### src/rtl/spi_shift_transmitter.sv
// SPI slave transmit shifter fed from a valid/ready holding register.
// Define SPI_TX_UNDERRUN_FLAG_EN for a sticky underrun_o flag.
module spi_shift_transmitter #(
  parameter int unsigned DATA_WIDTH = 8,
  parameter bit          MSB_FIRST  = 1'b1,
  parameter logic        IDLE_LEVEL = 1'b1
) (
  input  logic                  clk_i,
  input  logic                  reset_n_i,
  input  logic                  en_i,
  input  logic                  scl_neg_edge_detected_i,
  input  logic [DATA_WIDTH-1:0] data_i,
  input  logic                  data_valid_i,
  output logic                  data_ready_o,
  output logic                  load_o,
  output logic                  underrun_o,
  output logic                  mosi_o
);

  localparam int unsigned CW = $clog2(DATA_WIDTH + 1);
  localparam logic [CW-1:0] LAST = CW'(DATA_WIDTH - 1);

  logic [DATA_WIDTH-1:0] r_hold;
  logic                  r_hold_full;
  logic [DATA_WIDTH-1:0] r_shift;
  logic [CW-1:0]         r_bit_cnt;
  logic                  r_en_d;
  logic                  r_mosi;
  logic                  r_load;

  logic                  w_en_rise;
  logic                  w_event;
  logic                  w_cnt_zero;
  logic                  w_accept;
  logic                  w_load;
  logic                  w_first_bit;
  logic                  w_next_bit;
  logic [DATA_WIDTH-1:0] w_hold_sh;
  logic [DATA_WIDTH-1:0] w_shift_sh;

  assign w_en_rise  = en_i & ~r_en_d;
  assign w_event    = en_i & (w_en_rise | scl_neg_edge_detected_i);
  assign w_cnt_zero = (r_bit_cnt == '0);
  assign w_accept   = data_valid_i & ~r_hold_full;
  assign w_load     = w_event & w_cnt_zero & r_hold_full;

  // The shifter keeps only the bits still to send, so the
  // next bit always sits at the outgoing end.
  assign w_first_bit = MSB_FIRST ? r_hold[DATA_WIDTH-1] : r_hold[0];
  assign w_next_bit  = MSB_FIRST ? r_shift[DATA_WIDTH-1] : r_shift[0];
  assign w_hold_sh   = MSB_FIRST ? (r_hold << 1) : (r_hold >> 1);
  assign w_shift_sh  = MSB_FIRST ? (r_shift << 1) : (r_shift >> 1);

  always_ff @(posedge clk_i) begin
    if (!reset_n_i) begin
      r_hold      <= '0;
      r_hold_full <= 1'b0;
      r_shift     <= '0;
      r_bit_cnt   <= '0;
      r_en_d      <= 1'b0;
      r_mosi      <= IDLE_LEVEL;
      r_load      <= 1'b0;
    end else begin
      r_en_d <= en_i;
      r_load <= w_load;
      if (w_accept) begin
        r_hold      <= data_i;
        r_hold_full <= 1'b1;
      end else if (w_load) begin
        r_hold_full <= 1'b0;
      end
      if (!en_i) begin
        r_bit_cnt <= '0;
        r_shift   <= '0;
        r_mosi    <= IDLE_LEVEL;
      end else if (w_event) begin
        if (!w_cnt_zero) begin
          r_mosi    <= w_next_bit;
          r_shift   <= w_shift_sh;
          r_bit_cnt <= r_bit_cnt - CW'(1);
        end else if (r_hold_full) begin
          r_mosi    <= w_first_bit;
          r_shift   <= w_hold_sh;
          r_bit_cnt <= LAST;
        end else begin
          r_mosi <= IDLE_LEVEL;
        end
      end
    end
  end

`ifdef SPI_TX_UNDERRUN_FLAG_EN
  logic r_underrun;
  logic w_underrun;

  assign w_underrun = w_event & w_cnt_zero & ~r_hold_full;

  // Set has priority so an underrun on the enabling edge is kept.
  always_ff @(posedge clk_i) begin
    if (!reset_n_i) begin
      r_underrun <= 1'b0;
    end else if (w_underrun) begin
      r_underrun <= 1'b1;
    end else if (w_en_rise) begin
      r_underrun <= 1'b0;
    end
  end

  assign underrun_o = r_underrun;
`else
  assign underrun_o = 1'b0;
`endif

  assign data_ready_o = ~r_hold_full;
  assign load_o       = r_load;
  assign mosi_o       = r_mosi;

endmodule

### config.mk
export PLATFORM = sky130hd
export DESIGN_NAME = spi_shift_transmitter
export DESIGN_NICKNAME = d
export VERILOG_FILES = /design/src/rtl/spi_shift_transmitter.sv
export SDC_FILE = /design/constraint.sdc
export NUM_CORES = 1
export LEC_CHECK = 0
export CAP_MARGIN = 20
export CORE_MARGIN = 4
export CORE_UTILIZATION = 54
export DETAILED_ROUTE_END_ITERATION = 12
export MAX_ROUTING_LAYER = met4
export PLACE_DENSITY = 0.81
export RECOVER_POWER = 25
export SLEW_MARGIN = 0
export SYNTH_ARGS = -nofsm -noshare
export SYNTH_HDL_FRONTEND = slang
export SYNTH_SLANG_ARGS = --single-unit
### constraint.sdc
create_clock -name clk_i -period 2.6 [get_ports clk_i]
set_clock_uncertainty 0.1 [all_clocks]
set_input_delay 0.65 -clock clk_i [delete_from_list [all_inputs] [get_ports clk_i]]
set_output_delay 0.65 -clock clk_i [all_outputs]
set_load 0.02 [all_outputs]
# After elaboration in Yosys (flattened, before gate mapping)
# Cells that the tools add are included.
[op_classes]
addsub = 1
n_mux = 8
n_eq_ne = 1
n_reduce_logical = 4
n_bitwise = 8
[ops]
columns = ["op", "count"]
rows = [
  ["2-to-1 mux 8 bit", 2],
  ["2-to-1 mux 4 bit", 2],
  ["AND 1 bit", 5],
  ["logical NOT 4 bit", 1],
  ["2-to-1 mux 1 bit", 4],
  ["AND reduction 2 bit", 2],
  ["subtractor 4 x 1 -> 4 bit, second input constant", 1],
  ["!= test 2 bit, second input constant", 1],
  ["NOT 1 bit", 2],
  ["nonzero test 2 bit", 1],
  ["OR 1 bit", 1],
]
[totals]
output_inout_bits = 4
reg_bits = 24
input_bits = 13

# Depth between registers and ports, before layout
[logic_depth]
word_depth = 8
ltp_mapped = 7
depth_no_buf = 6

# Least setup slack after synthesis
# No wires, ideal clock.
[synth_timing]
path_kind = "register -> register"
from = "reg r_bit_cnt[0]"
to = "reg r_bit_cnt[1]"
required_ns = 2.421
t_arrival_ns = 1.514
path_buffers = 1
setup_time_ns = 0.079
path_stages_with_launch = 8
path_slack_ns = 0.907
cell_sequence = "dfxtp_1 -> inv_1 -> ha_1 -> nor3b_2 -> a211oi_4 -> buf_6 -> nor2_2 -> a211oi_2"
[synth_via]
elab_chain_cells = 3
elab_cells_between_ends = 5
[synth_rtl]
columns = ["item", "line", "source"]
rows = [
  ["start, declared", "26", "logic [CW-1:0] r_bit_cnt;"],
  ["start signal, assigned", "80", "r_bit_cnt <= r_bit_cnt - CW'(1);"],
  ["parallel branches: the longest is 3 deep, another holds subtractor 4 x 1 -> 4 bit", "-", ""],
]
# Parallel ways; which one is timed is not known.
# A chain may end at the register's enable or synchronous reset.

# Final worst setup path
[layout_timing]
from = "reg r_hold_full"
to = "out data_ready_o"
[layout_via]
elab_chain_cells = 1
[layout_rtl]
columns = ["item", "line", "source"]
rows = [
  ["start, declared", "24", "logic r_hold_full;"],
  ["start signal, assigned", "57", "r_hold_full <= 1'b0;"],
  ["start signal, assigned", "68", "r_hold_full <= 1'b1;"],
  ["start signal, assigned", "70", "r_hold_full <= 1'b0;"],
  ["NOT 1 bit", "114", "assign data_ready_o = ~r_hold_full;"],
  ["end, declared", "14", "output logic data_ready_o,"],
]
# No other way between the ends.

==> impl_metrics.yaml <==
run_status:
  status: "finished clean"
finish:
  n_antenna_cell: 0
  final_layout_size_suffix_gt1_share_pct: 11.0
  area_growth_pct: 19.5
  fin_nets: 133
  fillerInstances: 148
global_route:
  grt_use_total_pct: 16.7
  grt-ovfl-total: 0
  grt_pass1_vias: 718
  grt_max_degree: 14
  grt_pass1_wl_um: 3120
  antenna_found_initial: 0
sta:
  report.final.hold_viol_count: 0
  setup_ws_ns: 0.423
  slew_violations: 0
  worst_pin_slew_ns: 0.546
  grt_setup_unrepaired: "no"
  fmax_mhz: 459
  finalCriticalPeriod_ns: 2.18
  finalCritPeriodShare_pct: 83.7
  slew_headroom_pct: 63.6
  whs_ns: 0.387
  finalSetupViolCount: 0
  finalSetupTns_ns: 0
drt:
  wl_met1_um: 820
  drt-initial-drc-count: 13
  dr_wl_met3_um: 96
  wl_met2_um: 893
  detail_route.drc_violations: 0
  via_per_inst: 5.11
  drtAntennaViolNets: 0
  post_drt_wl_per_cell_um: 13.0
  highest_layer: "met4"
  vias: 731
  finalWirelength_um: 1850
  first_pass_iters: 5
die:
  fp.dieH_um: 51.1
  core_mm2: 0.00175
  die_width_um: 51.1
  fp.dieArea_mm2: 0.00261
  rows: 15
  start_util_pct: 57.3
  io_pins: 17
place:
  dp_hpwl_um: 1450
  place.gp.congestion: 0.740
  port_buffers: 15
  dpl_worst_slack_ns: 0.158
min_path:
  hold_path_depth: 2
  hp-class: "flop to flop"
clocking:
  insertion_delay_ns: 0.30
  cts_tree: "built"
  cts_sinks: 23
  cts_hold_buf: 0
  htree_levels: 1
  cts_buffers: 3
  clkTransAtPathRegs_ns: 0.12
  ctsLongestPathBuffers: 2
  root_buffer: "clkbuf_4"
  cts_resized: 0
  postCtsSetupBuffers: 0
pwr:
  ir_drop_uv: 380
  p_leak_uw: 0.000483
  power_density_mw_per_mm2: 564
worst_setup_path:
  critPathMaxFanout: 4
  crit_type: "flop to primary output"
  startpoint_type: "flop"
  cp.required_ns: 1.85
  arrival_ns: 1.43
  reg2reg_depth: 7
  cp-end-kind: "primary output"
synthesis:
  synth_nets: 115
  synthCells: 101
  seq_area_frac_synth_pct: 46.0
  ys_warn_count: 0
  syn_area_per_cell_um2: 9.91
  ys_ff_latch: 23
  synthDistinctLibCells: 29
  synthesis.area_mm2: 0.00100
run:
  maxCapViolCount: 0
==> state kept, by name, summed over array words and instances, names as in the netlist <==
name	count
r_shift	7
r_bit_cnt	4
r_en_d	1
mosi_o	1
load_o	1
r_hold	8
r_hold_full	1
==> metal layers <==
layer  track usage [%]  up-vias
met4              9.42        0
li1                  -      380
met3              4.66        4
met1              18.1      329
met5                 -        -
met2              27.5       18
==> path summary, 6_finish.rpt <==
| path | from | to | slack [ns] |
|---|---|---|---|
| max | r_hold_full | data_ready_o | 0.42 |
| min | mosi_o | mosi_o | 0.39 |
| max reg2reg | r_bit_cnt[0] | r_shift[3] | 0.59 |
| min reg2reg | mosi_o | mosi_o | 0.39 |
==> area by class of cell <==
type / instances / area (µm²) / area share (%)
clock buffer: 4 / 26.3 / 2.20
inverter: 5 / 18.8 / 1.57
multi-input combinational: 67 / 483 / 40.4
sequential: 23 / 460 / 38.5
tap: 25 / 31.3 / 2.62
timing repair buffer: 19 / 176 / 14.7
==> worst max-delay path, cell delays in order, from the launching register on <==
cell and delay (ns):
dfxtp_1 0.36, inv_1 0.14, clkdlybuf4s50_1 0.62
==> cells in the mapped netlist <==
| cell | n | area share [%] |
|---|---|---|
| dfxtp_1 | 23 | 46 |
| mux2i_1 | 15 | 15 |
| nor2_1 | 12 | 4.5 |
| nor2b_1 | 10 | 6.3 |
| a211oi_1 | 6 | 4.5 |
| inv_1 | 5 | 1.9 |
| nand3_1 | 3 | 1.5 |
| a21oi_1 | 2 | 1.0 |
| a31o_2 | 2 | 1.8 |
| buf_4 | 2 | 1.5 |
| clkbuf_1 | 2 | 0.75 |
| nand2_1 | 2 | 0.75 |
| a211oi_2 | 1 | 1.2 |
| a211oi_4 | 1 | 2.0 |
| and2_1 | 1 | 0.63 |
| buf_2 | 1 | 0.50 |
| buf_6 | 1 | 1.1 |
| conb_1 | 1 | 0.37 |
| ha_1 | 1 | 1.2 |
| nand2b_1 | 1 | 0.63 |
| nand3b_1 | 1 | 0.75 |
| nor2_2 | 1 | 0.63 |
| nor3_1 | 1 | 0.50 |
| nor3_2 | 1 | 1.0 |
| nor3b_1 | 1 | 0.75 |
| nor3b_2 | 1 | 1.2 |
| nor4_1 | 1 | 0.63 |
| o2111ai_1 | 1 | 0.88 |
| o21ai_0 | 1 | 0.50 |
==> kinds of logic after synthesis <==
group	after synthesis	share of synthesized area [%]
buffers and inverters	11	5.75
AOI/OAI and AO/OA	14	11.9
other	1	0.375
adders and majority gates	1	1.25
and+or+nand+nor	36	19.8
DFF	23	46.0
muxes	15	15.0
==> through the flow <==
step / instances / util [%] / total power, µW / area (µm²)
global route: 143 / 68.5 / 709 / 1200
global placement: 139 / 67.2 / 519 / 1170
finish: 143 / 68.5 / 675 / 1200
CTS: 143 / 68.7 / 678 / 1200
detailed placement: 139 / 67.2 / 524 / 1170
floorplan: 101 / - / 481 / 1000
==> layout by cell type, fill, tap and decap left out, drive strengths merged <==
cell | netlist | routed
and2 | 1 | 1
a211oi | 8 | 8
inv | 5 | 5
clkbuf | 2 | 5
dlygate4sd3 | 0 | 1
mux2i | 15 | 15
o2111ai | 1 | 1
nor2 | 13 | 13
nor3b | 2 | 2
a21oi | 2 | 2
nand3 | 3 | 3
dfxtp | 23 | 23
nor2b | 10 | 10
clkdlybuf4s50 | 0 | 14
a31o | 2 | 2
nor4 | 1 | 1
nand2 | 2 | 2
nand3b | 1 | 1
buf | 4 | 3
nor3 | 2 | 2
conb | 1 | 1
nand2b | 1 | 1
ha | 1 | 1
o21ai | 1 | 1
==> power breakdown <==
group	total [µW]	internal, µW	switching [µW]
Sequential	383	371	12.0
Clock	161	59.7	101
Combinational	131	65.7	64.9
No activity file was read; power rests on OpenSTA's default activity.
==> RTL change 1: new RTL, same flow settings <==
The parameter `IDLE_LEVEL` goes from 1'b1 to 1'b0.
--- a/src/rtl/spi_shift_transmitter.sv
+++ b/src/rtl/spi_shift_transmitter.sv
@@ -4,5 +4,5 @@
   parameter int unsigned DATA_WIDTH = 8,
   parameter bit          MSB_FIRST  = 1'b1,
-  parameter logic        IDLE_LEVEL = 1'b1
+  parameter logic        IDLE_LEVEL = 1'b0
 ) (
   input  logic                  clk_i,
Formal check against the unedited RTL: not equivalent (Yosys sat finds a counterexample within 4 cycles, from zero or initial values and one cycle with reset_n_i low).
==> RTL change 1 against the original RTL <==
Wire length shrank 1.2%. Area after synthesis shrank 2.6%. Total power shrank 4.2%. Highest routed layer unchanged. Worst setup slack gained 40 ps. Sequential share of layout area grew 1.4 points. Hold slack lost 3.4 ps. Maximum frequency grew 1.9%. Sequential cell count is the same. Critical path type unchanged. Combinational power shrank 21%. Cell area shrank 3.5%.
==> RTL change 1: results (changes against the original RTL) <==
| Metric | Value |
|---|---|
| Status | `complete, no violations (unchanged)` |
| Level count of the clock H-tree | `1 (unchanged)` |
| Antenna Cells | `0 (unchanged)` |
| Register area share after synthesis | `0.4724 (was 0.4600)` |
| Post-synth cell types | `28 (was 29)` |
| Crit Path Max Fanout | `7 (was 4)` |
| Total CTS buffers | `3 (unchanged)` |
| Metal3 WL | `74 um (was 96 um)` |
| Clock Latency Late Sink | `310 ps` |
| Mean post-synth cell area | `9.283 um^2 (was 9.910 um^2)` |
| Routed length on met2 | `901 um (was 893 um)` |
| M2 GR Usage | `0.3087 (was 0.2747)` |
| Multi-input combinational area share | `0.3987 (was 0.4038)` |
| Mux contribution to synthesized area | `0.09243 (was 0.1500)` |
| Worst EP arrival | `1390 ps (was 1430 ps)` |
| Signal buf overhead | `0.1398 (was 0.1475)` |
| Final Wtd Congestion | `0.7606 (was 0.7397)` |
| Total GRT Usage | `0.1756 (was 0.1674)` |
| Synth Area in Adders | `0.01284 (was 0.01250)` |
| Routed via count | `782 (was 731)` |
| Post-DR vias/cell | `5.356 (was 5.112)` |
| Vias in the first global route | `763 (was 718)` |
| Dpl hpwl | `1339 um (was 1452 um)` |
| Post-Route WL | `1829 um (was 1852 um)` |
| Initial drt markers | `10 (was 13)` |
| Post-synth top cells | `dfxtp_1 (23), nand2_1 (15), mux2i_1 (9), nor2b_1 (9) (was dfxtp_1 (23), mux2i_1 (15), nor2_1 (12))` |
| Largest regs | `r_hold x8, r_shift x7, r_bit_cnt x4 (unchanged)` |
| First-pass GRT wire length | `3201 um (was 3118 um)` |
| Largest cells by area after synthesis | `dfxtp_1 (47%), mux2i_1 (9.2%), nand2_1 (5.8%) (was dfxtp_1 (46%), mux2i_1 (15%), nor2b_1 (6.3%))` |
| Hold_sp | `r_hold[1] (was mosi_o)` |
| Nets@finish | `136 (was 133)` |
| Count of non-CTS buffers in the layout | `17 (was 19)` |
| GR Util met3 | `0.04154 (was 0.04665)` |
| Seq cells | `23 (unchanged)` |
| Worst stage delay on the critical path | `530 ps (was 620 ps)` |
| Met1 WL | `810 um (was 820 um)` |
| DR pass1 iterations | `4 (was 5)` |
| Fill cells | `153 (was 148)` |
| Met1 GRT Util | `0.1796 (was 0.1815)` |
| Critical path origin | `r_hold_full (unchanged)` |
| Worst-Margin Slew | `568.1 ps (was 546.3 ps)` |
| Compound-cell area share of the yosys netlist | `0.1374 (was 0.1188)` |
| VDD IR max | `0.3108 mV (was 0.3803 mV)` |
| Layout cell share with drive strength beyond 1 | `0.07438 (was 0.1102)` |
| Largest net degree at the start of global routing | `17 (was 14)` |
| Inverters | `4 (was 5)` |
| Multi-input comb cells | `73 (was 67)` |
| Mapped Nets | `119 (was 115)` |
| Clk tree area frac | `0.02275 (was 0.02197)` |
| Pleak | `0.4340 nW (was 0.4833 nW)` |
| Post-DP Area | `1132 um^2 (was 1174 um^2)` |
| XOR/XNOR share of the synthesized area | `0 (unchanged)` |
RTL change 1: changes by cell type in the layout (fill, tap and decap cells not counted), sizes merged, moves of 2 or more:
cell,change
a211oi,-7
a311oi,+2
o21ai,+6
clkdlybuf4s50,-2
nor2,-6
a31oi,+6
buf,-2
mux2i,-6
dlygate4sd3,+2
nand2,+13
RTL change 1: where the power goes:
part / internal, mW / switching (mW) / leakage [nW]
combinational: 0.0505 / 0.0525 / 0.231
clock: 0.0600 / 0.102 / 0.0150
sequential: 0.370 / 0.0118 / 0.188
total: 0.480 / 0.166 / 0.434
RTL change 1: per-stage QoR:
stage          setup slack (ps)    util
3_5_place_dp              444.6  0.6558
4_1_cts                   459.4  0.6710
5_1_grt                   398.4  0.6688
3_3_place_gp              511.0  0.6558
2_1_floorplan             825.0       -
6_report                  463.5  0.6688
RTL change 1: final timing paths:
kind	to	slack, ps	depth (start not counted)
max	data_ready_o	460	2
min	r_shift[2]	380	2
max reg2reg	r_shift[4]	640	6
min reg2reg	r_shift[2]	380	2
==> RTL change 2: new RTL, same settings <==
Without the edit above. `DATA_WIDTH`: 8 -> 16.
--- a/src/rtl/spi_shift_transmitter.sv
+++ b/src/rtl/spi_shift_transmitter.sv
@@ -2,5 +2,5 @@
 // Define SPI_TX_UNDERRUN_FLAG_EN for a sticky underrun_o flag.
 module spi_shift_transmitter #(
-  parameter int unsigned DATA_WIDTH = 8,
+  parameter int unsigned DATA_WIDTH = 16,
   parameter bit          MSB_FIRST  = 1'b1,
   parameter logic        IDLE_LEVEL = 1'b1
Ports: changed (resized data_i); port bits go from 17 to 25. No check against the original RTL was run, so the function may have changed too.
==> RTL change 2 against the original RTL <==
Area after synthesis rose by 60%. First-iteration DRC count rose to 7.0 times the old value. Total power is 76% higher. Synthesized cell count increased by 80%. Sequential cell count grew 17. Wire length increased by 82%. Cell area up 59%. Worst setup slack lost 51 ps. Combinational power increased by 51%. Hold slack lost 23 ps. Sequential power up 74%. Register-to-register slack hardly changed. Highest routed layer unchanged.
==> RTL change 2: results (changes against the original RTL) <==
| Metric | Value |
|---|---|
| Mean post-synth cell area | `8.820 um^2 (was 9.910 um^2)` |
| # clk buffers | `8 (was 4)` |
| Level count of the clock H-tree | `2 (was 1)` |
| VDD IR max | `0.4321 mV (was 0.3803 mV)` |
| First-pass GRT wire length | `5720 um (was 3118 um)` |
| Metal3 WL | `148 um (was 96 um)` |
| Met1 GRT Util | `0.2266 (was 0.1815)` |
| Seq cells | `40 (was 23)` |
| Final Wtd Congestion | `0.8551 (was 0.7397)` |
| Non-Filler Instances | `238 (was 143)` |
| Clk tree area frac | `0.03094 (was 0.02197)` |
| Largest net degree at the start of global routing | `29 (was 14)` |
| Mapped Nets | `204 (was 115)` |
| Worst EP arrival | `1480 ps (was 1430 ps)` |
| Layout cell share with drive strength beyond 1 | `0.06280 (was 0.1102)` |
| Total CTS buffers | `5 (was 3)` |
| Initial drt markers | `91 (was 13)` |
| Worst-Margin Slew | `541.4 ps (was 546.3 ps)` |
| Drt wl/cell | `14.13 um (was 12.95 um)` |
| Clock Latency Late Sink | `340 ps (was 300 ps)` |
| GR Util met3 | `0.07554 (was 0.04665)` |
| Count of non-CTS buffers in the layout | `28 (was 19)` |
| Pleak | `0.7807 nW (was 0.4833 nW)` |
| Register area share after synthesis | `0.4988 (was 0.4600)` |
| Met1 WL | `1563 um (was 820 um)` |
| Vias in the first global route | `1237 (was 718)` |
| Status | `complete, no violations (unchanged)` |
| Routed length on met2 | `1607 um (was 893 um)` |
| Inverters | `6 (was 5)` |
| Post-synth top cells | `dfxtp_1 (40), nand2_1 (38), a21oi_1 (33) (was dfxtp_1 (23), mux2i_1 (15), nor2_1 (12))` |
| Register area | `800.8 um^2 (was 460.4 um^2)` |
RTL change 2: cell count changes in the layout (fill, tap and decap cells not counted), sizes merged, moves of 2 or more:
cell,unedited run,this run
nand2,2,38
a21oi,2,33
dfxtp,23,40
o21ai,1,16
clkdlybuf4s50,14,22
nor2,13,5
nor2b,10,2
a211oi,8,3
clkbuf,5,8
a31o,2,0
buf,3,5
clkinv,0,2
nand3,3,1
RTL change 2: cell families after synthesis:
group           after synthesis  share of synthesized area
simple gates                 53                     0.1497
buf+inv                      17                    0.05768
mux                          14                    0.08729
other cells                   1                   0.002336
compound gates               56                     0.1964
flops                        40                     0.4988
fa+ha+maj                     1                   0.007793
RTL change 2: through the flow:
stage / hold WS, ps / cell area (um^2) / setup slack, ps / util
after floorplan: 331.1 / 1605 / 936.5 / -
after global placement: 347.9 / 1842 / 401.3 / 0.6566
after detailed placement: 350.3 / 1842 / 337.6 / 0.6566
after CTS: 365.3 / 1901 / 360.7 / 0.6775
after global routing: 394.0 / 1901 / 281.1 / 0.6775
final: 364.1 / 1901 / 372.4 / 0.6775
RTL change 2: worst paths after layout:
kind,cells after the start,endpoint,startpoint,slack [ps]
setup / recovery,2,data_ready_o,r_hold_full,370
hold / removal,2,r_hold[11],r_hold[11],360
setup reg to reg,7,r_bit_cnt[3],r_bit_cnt[0],590
hold reg to reg,2,r_hold[11],r_hold[11],360
RTL change 2: power groups by stage:
stage	clock network (mW)	logic [mW]	registers [mW]
finish	0.324	0.198	0.665
global route	0.371	0.219	0.669
CTS	0.330	0.199	0.664
detailed placement	0	0.199	0.678
global placement	0	0.191	0.676
floorplan	0	0.143	0.674
RTL change 2: critical path, delay by kind of cell, from the launching register on:
kind | cells | cell delay, ps
buf+inv | 2 | 780
flops | 1 | 370
